`src/rtl/seq_det_pkg.sv`:
```
// Shared definitions for the serial pattern detector: default sizes,
// the power-on pattern and the active-configuration record.
package seq_det_pkg;

  localparam int MAX_LEN_DEF = 8;
  localparam int CNT_W_DEF   = 16;
  localparam int LEN_W_DEF   = $clog2(MAX_LEN_DEF + 1);

  // After reset the detector behaves as an overlapping "101" detector.
  localparam logic [MAX_LEN_DEF-1:0] RESET_PATTERN = MAX_LEN_DEF'('b101);
  localparam logic [LEN_W_DEF-1:0]   RESET_LEN     = LEN_W_DEF'(3);

  // Active configuration; field widths set the widest supported pattern.
  typedef struct packed {
    logic [MAX_LEN_DEF-1:0] pattern;
    logic [LEN_W_DEF-1:0]   len;
    logic                   overlap;
  } cfg_t;

endpackage

```
`src/rtl/seq_detector_sat_counter.sv`:
```
// Saturating event counter. A clear coinciding with an increment
// yields 1 so the event arriving on the clearing edge is kept.
module sat_counter #(
  parameter int W = 16
) (
  input  logic         clock,
  input  logic         reset,
  input  logic         inc,
  input  logic         clr,
  output logic [W-1:0] count
);

  function automatic logic [W-1:0] sat_inc(input logic [W-1:0] v);
    return (&v) ? v : v + 1'b1;
  endfunction

  // Count events, holding at all-ones instead of wrapping.
  always_ff @(posedge clock) begin
    if (reset) begin
      count <= '0;
    end else if (clr) begin
      count <= W'(inc);
    end else if (inc) begin
      count <= sat_inc(count);
    end
  end

endmodule

```
`src/rtl/seq_detector.sv`:
```
// Serial bit-pattern detector with a runtime-programmable pattern,
// overlapping / non-overlapping matching and a saturating match counter.
// The pattern's bit [len-1] is the oldest bit, bit [0] the newest.
// MAX_LEN must not exceed the package's MAX_LEN_DEF.
module seq_detector
  import seq_det_pkg::*;
#(
  parameter  int MAX_LEN = MAX_LEN_DEF,
  parameter  int CNT_W   = CNT_W_DEF,
  localparam int LEN_W   = $clog2(MAX_LEN + 1)
) (
  input  logic               clock,
  input  logic               reset,
  input  logic               in_valid,
  input  logic               in,
  input  logic               cfg_load,
  input  logic [MAX_LEN-1:0] cfg_pattern,
  input  logic [LEN_W-1:0]   cfg_len,
  input  logic               cfg_overlap,
  input  logic               cnt_clear,
  output logic               out,
  output logic [CNT_W-1:0]   match_count,
  output logic [LEN_W-1:0]   fill_out
);

  cfg_t               cfg;
  logic [MAX_LEN-1:0] hist, hist_nxt, shifted, mask, pat;
  logic [LEN_W-1:0]   fill, fill_nxt, len;
  logic               match;

  // A zero length would match nothing meaningful; over-long lengths
  // cannot be held in the history register.
  function automatic logic [LEN_W-1:0] clamp_len(input logic [LEN_W-1:0] l);
    if (l == '0) return LEN_W'(1);
    if (int'(l) > MAX_LEN) return LEN_W'(MAX_LEN);
    return l;
  endfunction

  // Masked compare of the newest len bits and next history/fill.
  always_comb begin
    pat     = MAX_LEN'(cfg.pattern);
    len     = LEN_W'(cfg.len);
    shifted = {hist[MAX_LEN-2:0], in};
    mask    = '0;
    for (int i = 0; i < MAX_LEN; i++) begin
      mask[i] = (i < int'(len));
    end
    match = in_valid && !cfg_load
         && (int'(fill) + 1 >= int'(len))
         && (((shifted ^ pat) & mask) == '0);
    hist_nxt = hist;
    fill_nxt = fill;
    if (cfg_load) begin
      hist_nxt = '0;
      fill_nxt = '0;
    end else if (in_valid) begin
      hist_nxt = shifted;
      if (match && !cfg.overlap) begin
        fill_nxt = '0;
      end else if (int'(fill) < MAX_LEN) begin
        fill_nxt = fill + 1'b1;
      end
    end
  end

  // Configuration, history, fill level and the registered match pulse.
  always_ff @(posedge clock) begin
    if (reset) begin
      cfg  <= '{pattern: RESET_PATTERN, len: RESET_LEN, overlap: 1'b1};
      hist <= '0;
      fill <= '0;
      out  <= 1'b0;
    end else begin
      if (cfg_load) begin
        cfg <= '{pattern: MAX_LEN_DEF'(cfg_pattern),
                 len:     LEN_W_DEF'(clamp_len(cfg_len)),
                 overlap: cfg_overlap};
      end
      hist <= hist_nxt;
      fill <= fill_nxt;
      out  <= match;
    end
  end

  assign fill_out = fill;

  sat_counter #(.W(CNT_W)) u_cnt (
    .clock (clock),
    .reset (reset),
    .inc   (match),
    .clr   (cnt_clear),
    .count (match_count)
  );

endmodule

```
`config.mk`:
```
export PLATFORM = sky130hd
export DESIGN_NAME = seq_detector
export DESIGN_NICKNAME = d
export VERILOG_FILES = /design/src/rtl/seq_det_pkg.sv /design/src/rtl/seq_detector_sat_counter.sv /design/src/rtl/seq_detector.sv
export SDC_FILE = /design/constraint.sdc
export NUM_CORES = 1
export LEC_CHECK = 0
export ABC_AREA = 1
export BUFFER_PORTS_ARGS = -buffer_cell sky130_fd_sc_hd__buf_2
export CORE_AREA = 4 4 72 74
export DETAILED_ROUTE_END_ITERATION = 7
export DIE_AREA = 0 0 76 78
export PLACE_DENSITY = 0.85
export SKIP_CTS_REPAIR_TIMING = 1
export SYNTH_ARGS = -nofsm -noshare
export SYNTH_HDL_FRONTEND = slang
export SYNTH_SLANG_ARGS = --single-unit
```
`constraint.sdc`:
```
create_clock -name clock -period 2.1 [get_ports clock]
set_clock_uncertainty 0.15 [all_clocks]
set_input_delay 0.315 -clock clock [delete_from_list [all_inputs] [get_ports clock]]
set_output_delay 0.315 -clock clock [all_outputs]
set_load 0.05 [all_outputs]
```
==> flow_metrics.py, run 1 <==
metrics = {
    "run_status": {
        "outcome": "complete, no violations",
    },
    "synthesis": {
        "yosys_register_bits": 41,
        "synthCells": 328,
        "synth_area_um2": 2212,
        "ys_types": 26,
        "yosysSeqAreaShare": 0.3710,
        "avgSynthCellArea_um2": 6.744,
        "ys_warn_count": 0,
        "syn_nets": 353,
    },
    "route": {
        "drc": 0,
        "ant_nets": 0,
        "drtIter0Drc": 164,
        "totalWireLength_um": 5350,
        "viasPerCell": 5.235,
        "vias": 2230,
        "wl_per_cell_um": 12.56,
        "drt-pass1-iter-count": 4,
    },
    "floorplanning": {
        "fp.coreArea_um2": 4598,
        "fp.dieH_um": 78,
        "die-area_um2": 5928,
        "ioPinCount": 40,
        "die_w_um": 76,
        "initial_core_util": 0.4811,
        "row_count": 25,
    },
    "timing": {
        "setup_viol": 0,
        "fin_crit_sh": 0.9847,
        "hold_viol": 0,
        "rsz0062_at_grt": "yes",
        "tightest_slew_ps": 540.5,
        "final_max_slew_viol_count": 0,
        "fin_crit_ps": 2068,
        "fmax_ghz": 0.4836,
        "relSlewSlack": 0.6383,
        "timing.hold.ws_ps": 77.98,
    },
    "finish": {
        "area_delta_synth_final_pct": 20.25,
        "final_nets": 396,
        "drive_gt1_frac": 0.2124,
        "fin_area_um2": 2660,
        "n_antenna_cell": 0,
    },
    "cts": {
        "cts.sinks": 41,
        "cts_root_buffer": "clkbuf_8",
        "clk_latency_ps": 300,
        "clock_path_buffers": 2,
        "cts_max_level": 2,
        "cts_made_buffers": 5,
        "path_clk_slew_ps": 90,
        "cts_tree": "done",
    },
    "power": {
        "p_leak_uw": 0.001186,
        "peakVddDrop_mv": 0.3848,
        "power_density_nw_per_um2": 567.1,
        "p_total_uw": 1509,
    },
    "worst_setup_path": {
        "arrival_ps": 2150,
        "worstPathRequired_ps": 2180,
        "worst-setup-path-type": "flop to flop",
        "cp-end-kind": "flop",
        "worst_r2r_startpoint": "fill_out[2]$_SDFFE_PP0P_",
        "critPathLaunchType": "flop",
        "timing.rr.end": "u_cnt.count[9]$_SDFFE_PP0P_",
        "ff2ff_setup_slack_ps": 30,
        "reg2reg_depth": 13,
        "critPathMaxFanout": 6,
    },
    "placement": {
        "dpl_cell_area_um2": 2499,
        "dpl.hpwl_um": 3980,
        "routabilityCongestion": 0.8585,
        "port-buffer-count": 39,
    },
    "worst_hold_path": {
        "min_path_cells": 3,
        "holdPathEnd": "pat[2]$_SDFFE_PP1P_",
        "hold_path_class": "primary input to flop",
        "min_from": "cfg_pattern[2]",
    },
    "job": {
        "cap_violations": 0,
    },
    "global_route": {
        "grt_max_degree": 16,
        "grt_overflow": 0,
        "track_usage": 0.1811,
        "grt_pass1_wl_um": 8963,
        "grt_pass1_vias": 2062,
        "antenna_found_initial": 0,
    },
}
-- critical path, cell delays in order, from the launching register on --
cell       delay (ps)
dfxtp_4           390
nand3_2           100
xor2_1            150
ha_1              300
a21oi_2           120
nand2_1            60
a21oi_2           120
inv_1              60
nand2_2            80
nor2_4             50
nand2_4           100
clkbuf_16         160
nand2_2            40
a21oi_1           120
-- worst max-delay path by stage --
| stage | start | end | cells after the start |
|---|---|---|---|
| after floorplan | fill_out[0]$_SDFFE_PP0P_ | u_cnt.count[12]$_SDFFE_PP0P_ | 13 |
| after global placement | fill_out[2]$_SDFFE_PP0P_ | u_cnt.count[7]$_SDFFE_PP0P_ | 13 |
| after detailed placement | fill_out[0]$_SDFFE_PP0P_ | u_cnt.count[4]$_SDFFE_PP0P_ | 13 |
| after CTS | fill_out[0]$_SDFFE_PP0P_ | u_cnt.count[2]$_SDFFE_PP0P_ | 13 |
| after global routing | fill_out[2]$_SDFFE_PP0P_ | u_cnt.count[7]$_SDFFE_PP0P_ | 13 |
| final | fill_out[2]$_SDFFE_PP0P_ | u_cnt.count[9]$_SDFFE_PP0P_ | 13 |
-- synthesized netlist by cell type --
master,number,area share
o21ai_0,19,0.043
nand4_1,2,0.0057
nand2_1,77,0.13
inv_2,1,0.0017
and3_1,2,0.0057
xnor2_1,3,0.012
o211ai_1,2,0.0068
buf_6,2,0.010
buf_8,1,0.0068
nand3_1,32,0.072
ha_1,6,0.034
nor4_1,1,0.0028
clkinv_1,1,0.0017
a21oi_1,32,0.072
clkbuf_1,4,0.0068
nor2_2,3,0.0085
xor2_1,13,0.051
nor3_2,1,0.0045
or2_2,1,0.0028
inv_1,40,0.068
dfxtp_1,41,0.37
buf_4,1,0.0034
nor3_1,5,0.011
a211oi_1,1,0.0034
buf_2,1,0.0023
nor2_1,36,0.061
-- cell usage in the layout, fill, tap and decap left out, types with 2 or more instances in the layout --
master    count
dfxtp_1      35
nor2_2        2
nor3_1        5
dfxtp_2       2
buf_4         4
o211ai_1      2
clkbuf_8      5
nor2_1       36
a21oi_1      27
buf_2        39
ha_1          5
inv_1        40
dfxtp_4       4
and3_1        2
xor2_1       12
xnor2_1       3
nand3_1      31
o21ai_0      19
a21oi_2       5
nand2_2       6
nand4_1       2
nand2_1      70
-- cells by family (layout without fill, tap and decap cells) --
kind of cell,after synthesis,after routing,share of synthesized area
simple gates,160,160,0.3054
buf+inv,51,95,0.1007
flops,41,41,0.3710
compound gates,54,54,0.1256
fa+ha+maj,6,6,0.03394
xor+xnor,16,16,0.06335
-- state kept, by name, indices dropped and copies added, names as in the netlist --
signal / flops
cfg: 1
fill_out: 4
hist: 7
len: 4
out: 1
pat: 8
u_cnt.count: 16
-- final cells by class --
type                    instances  area [µm²]
repair buffers                 45       270.3
fillers                       424        1938
clock inverters                 2       13.76
clock buffers                   6       72.57
inverters                      42       157.7
well taps                      54       67.56
flip-flops and latches         41       838.3
multi-input cells             236        1240
-- metal layers --
layer  up-vias  share of wire  global-route usage
met5         -              0                   0
met4         0          0.017             0.05516
met3         7          0.053             0.04756
met2        51           0.51              0.3253
met1      1037           0.42              0.2079
li1       1135              -                   -
-- power breakdown --
group          switching [µW]  total (µW)  leakage (µW)  internal [µW]
Combinational             112         176      0.000805           64.4
Clock                     283         518     0.0000417            235
Sequential               18.1         814      0.000339            796
-- per-stage QoR --
step                      setup TNS [ps]  worst slack (ps)  utilization  cells
final                                  0             32.08       0.5785    426
after global routing               -1332            -99.17       0.5785    426
after CTS                         -41.03            -25.17       0.5622    425
after detailed placement               0             14.54       0.5434    417
after global placement                 0             135.0       0.5434    417
after floorplan                   -45.36            -16.85            -    328
Note: power is estimated with default switching activity, not from simulation.
==> run 2, diff against run 1 <==
--- a/config.mk
+++ b/config.mk
@@ -11,6 +11,7 @@
 export DETAILED_ROUTE_END_ITERATION = 7
 export DIE_AREA = 0 0 76 78
 export PLACE_DENSITY = 0.85
+export RECOVER_POWER = 100
 export SKIP_CTS_REPAIR_TIMING = 1
 export SYNTH_ARGS = -nofsm -noshare
 export SYNTH_HDL_FRONTEND = slang
==> run 2 against run 1 <==
Combinational power about the same. First-iteration DRC count is 1.8% higher. Global-route usage is the same. Non-clock buffer count stayed put. Worst setup slack improved by 3.3 ps. Die area unchanged. Via count down 0.22%. Sequential power about the same. Total power hardly changed. Register-to-register slack about the same. Critical endpoint is now u_cnt.count[10]$_SDFFE_PP0P_. Largest cell class unchanged.
==> flow_metrics.py, run 2 (synthesized netlist as in run 1, its figures left out) <==
metrics = {
    "floorplanning": {
        "row_count": 25,
        "fp.dieH_um": 78,
        "fp.coreArea_um2": 4598,
        "die-area_um2": 5928,
        "ioPinCount": 40,
        "die_w_um": 76,
        "initial_core_util": 0.4811,
    },
    "route": {
        "wl_per_cell_um": 12.58,
        "totalWireLength_um": 5360,
        "drc": 0,
        "drt-pass1-iter-count": 5,
        "vias": 2225,
        "viasPerCell": 5.223,
        "drtIter0Drc": 167,
        "ant_nets": 0,
    },
    "finish": {
        "top_register": "u_cnt.count",
        "area_delta_synth_final_pct": 19.91,
        "seq_area_um2": 838.3,
        "utilization": 0.5769,
        "layout_commonest_cell": "nand2_1",
        "finalNonFillerCells": 426,
        "multi_input_comb_area_um2": 1240,
        "final_nets": 396,
        "drive_gt1_frac": 0.1962,
        "largest_reg_flops": 16,
        "final_cell_mix": "nand2_1, inv_1, nor2_1",
        "fin_area_um2": 2653,
        "n_antenna_cell": 0,
        "fillCellCount": 430,
    },
    "placement": {
        "dpl_cell_area_um2": 2499,
        "routabilityCongestion": 0.8585,
        "dpl.hpwl_um": 3980,
        "port-buffer-count": 39,
        "dp.cells": 417,
    },
    "cts": {
        "cts_made_buffers": 5,
        "cts_tree": "done",
        "path_clk_slew_ps": 90,
        "clk_latency_ps": 300,
        "cts_root_buffer": "clkbuf_8",
        "cts_max_level": 2,
        "cts.sinks": 41,
        "clock_path_buffers": 2,
    },
    "timing": {
        "rsz0062_at_grt": "yes",
        "fin_crit_sh": 0.9832,
        "hold_viol": 0,
        "fin_crit_ps": 2065,
        "setup_viol": 0,
        "fmax_ghz": 0.4843,
        "relSlewSlack": 0.5922,
        "tightest_slew_ps": 614.3,
        "final_max_slew_viol_count": 0,
        "finalSetupTns_ps": 0,
    },
    "worst_setup_path": {
        "timing.rr.end": "u_cnt.count[10]$_SDFFE_PP0P_",
        "reg2reg_depth": 13,
        "cp-end-kind": "flop",
        "worstPathRequired_ps": 2190,
        "arrival_ps": 2150,
        "critPathMaxFanout": 6,
        "critPathLaunchType": "flop",
        "worst-setup-path-type": "flop to flop",
        "worst_r2r_startpoint": "fill_out[2]$_SDFFE_PP0P_",
        "ff2ff_setup_slack_ps": 40,
    },
    "job": {
        "cap_violations": 0,
    },
    "power": {
        "peakVddDrop_mv": 0.3853,
        "p_total_uw": 1509,
        "power_density_nw_per_um2": 568.7,
        "p_leak_uw": 0.001161,
    },
    "worst_hold_path": {
        "holdPathEnd": "pat[2]$_SDFFE_PP1P_",
        "min_from": "cfg_pattern[2]",
        "min_path_cells": 3,
        "hold_path_class": "primary input to flop",
    },
    "global_route": {
        "antenna_found_initial": 0,
        "grt_max_degree": 16,
        "grt_pass1_wl_um": 8963,
        "track_usage": 0.1811,
        "grt_pass1_vias": 2062,
        "grt_overflow": 0,
    },
    "run_status": {
        "outcome": "complete, no violations",
    },
}
[run 2: cell count changes in the layout (fill, tap and decap cells not counted)]
cell | previous run | this run
buf_2 | 39 | 33
clkbuf_1 | 1 | 7
[run 2: critical path, stage by stage (launching register included)]
cell and delay (ps):
dfxtp_4 390, nand3_2 100, xor2_1 150, ha_1 300
a21oi_2 120, nand2_1 60, a21oi_2 120, inv_1 60
nand2_2 80, nor2_4 50, nand2_4 100, clkbuf_16 160
nand2_2 40, a21oi_1 110
[run 2: report_power, final]
group	internal [µW]	switching, µW	leakage [µW]
registers	796	18.2	0.000339
clock network	235	284	0.0000417
logic	63.7	111	0.000781
total	1100	413	0.00116
[run 2: routing by layer]
layer	vias to the layer above	part of all wire	global-route usage
met1	1025	0.43	0.2079
met5	-	0	0
met2	52	0.51	0.3253
li1	1138	-	-
met4	0	0.019	0.05516
met3	10	0.049	0.04756
[run 2: worst max path at each step]
| stage | start | to | slack [ps] | cells past startpoint |
|---|---|---|---|---|
| after floorplan | fill_out[0]$_SDFFE_PP0P_ | u_cnt.count[12]$_SDFFE_PP0P_ | -20 | 13 |
| after global placement | fill_out[2]$_SDFFE_PP0P_ | u_cnt.count[7]$_SDFFE_PP0P_ | 140 | 13 |
| after detailed placement | fill_out[0]$_SDFFE_PP0P_ | u_cnt.count[4]$_SDFFE_PP0P_ | 10 | 13 |
| after CTS | fill_out[0]$_SDFFE_PP0P_ | u_cnt.count[2]$_SDFFE_PP0P_ | -30 | 13 |
| after global routing | fill_out[2]$_SDFFE_PP0P_ | u_cnt.count[7]$_SDFFE_PP0P_ | -100 | 13 |
| final | fill_out[2]$_SDFFE_PP0P_ | u_cnt.count[10]$_SDFFE_PP0P_ | 40 | 13 |
[run 2: area by class of cell]
type,instances,share of cell area
clock buffers,6,0.02736
clock inverters,2,0.005189
inverters,42,0.05943
multi-input cells,236,0.4675
flip-flops and latches,41,0.3160
well taps,54,0.02547
repair buffers,45,0.09906
[run 2: stage by stage]
step           hold slack, ps  setup slack [ps]
2_1_floorplan           286.4            -16.85
3_3_place_gp            305.9             135.0
3_5_place_dp            325.0             14.54
4_1_cts                 74.54            -25.17
5_1_grt                 88.10            -99.17
6_report                78.10             35.35
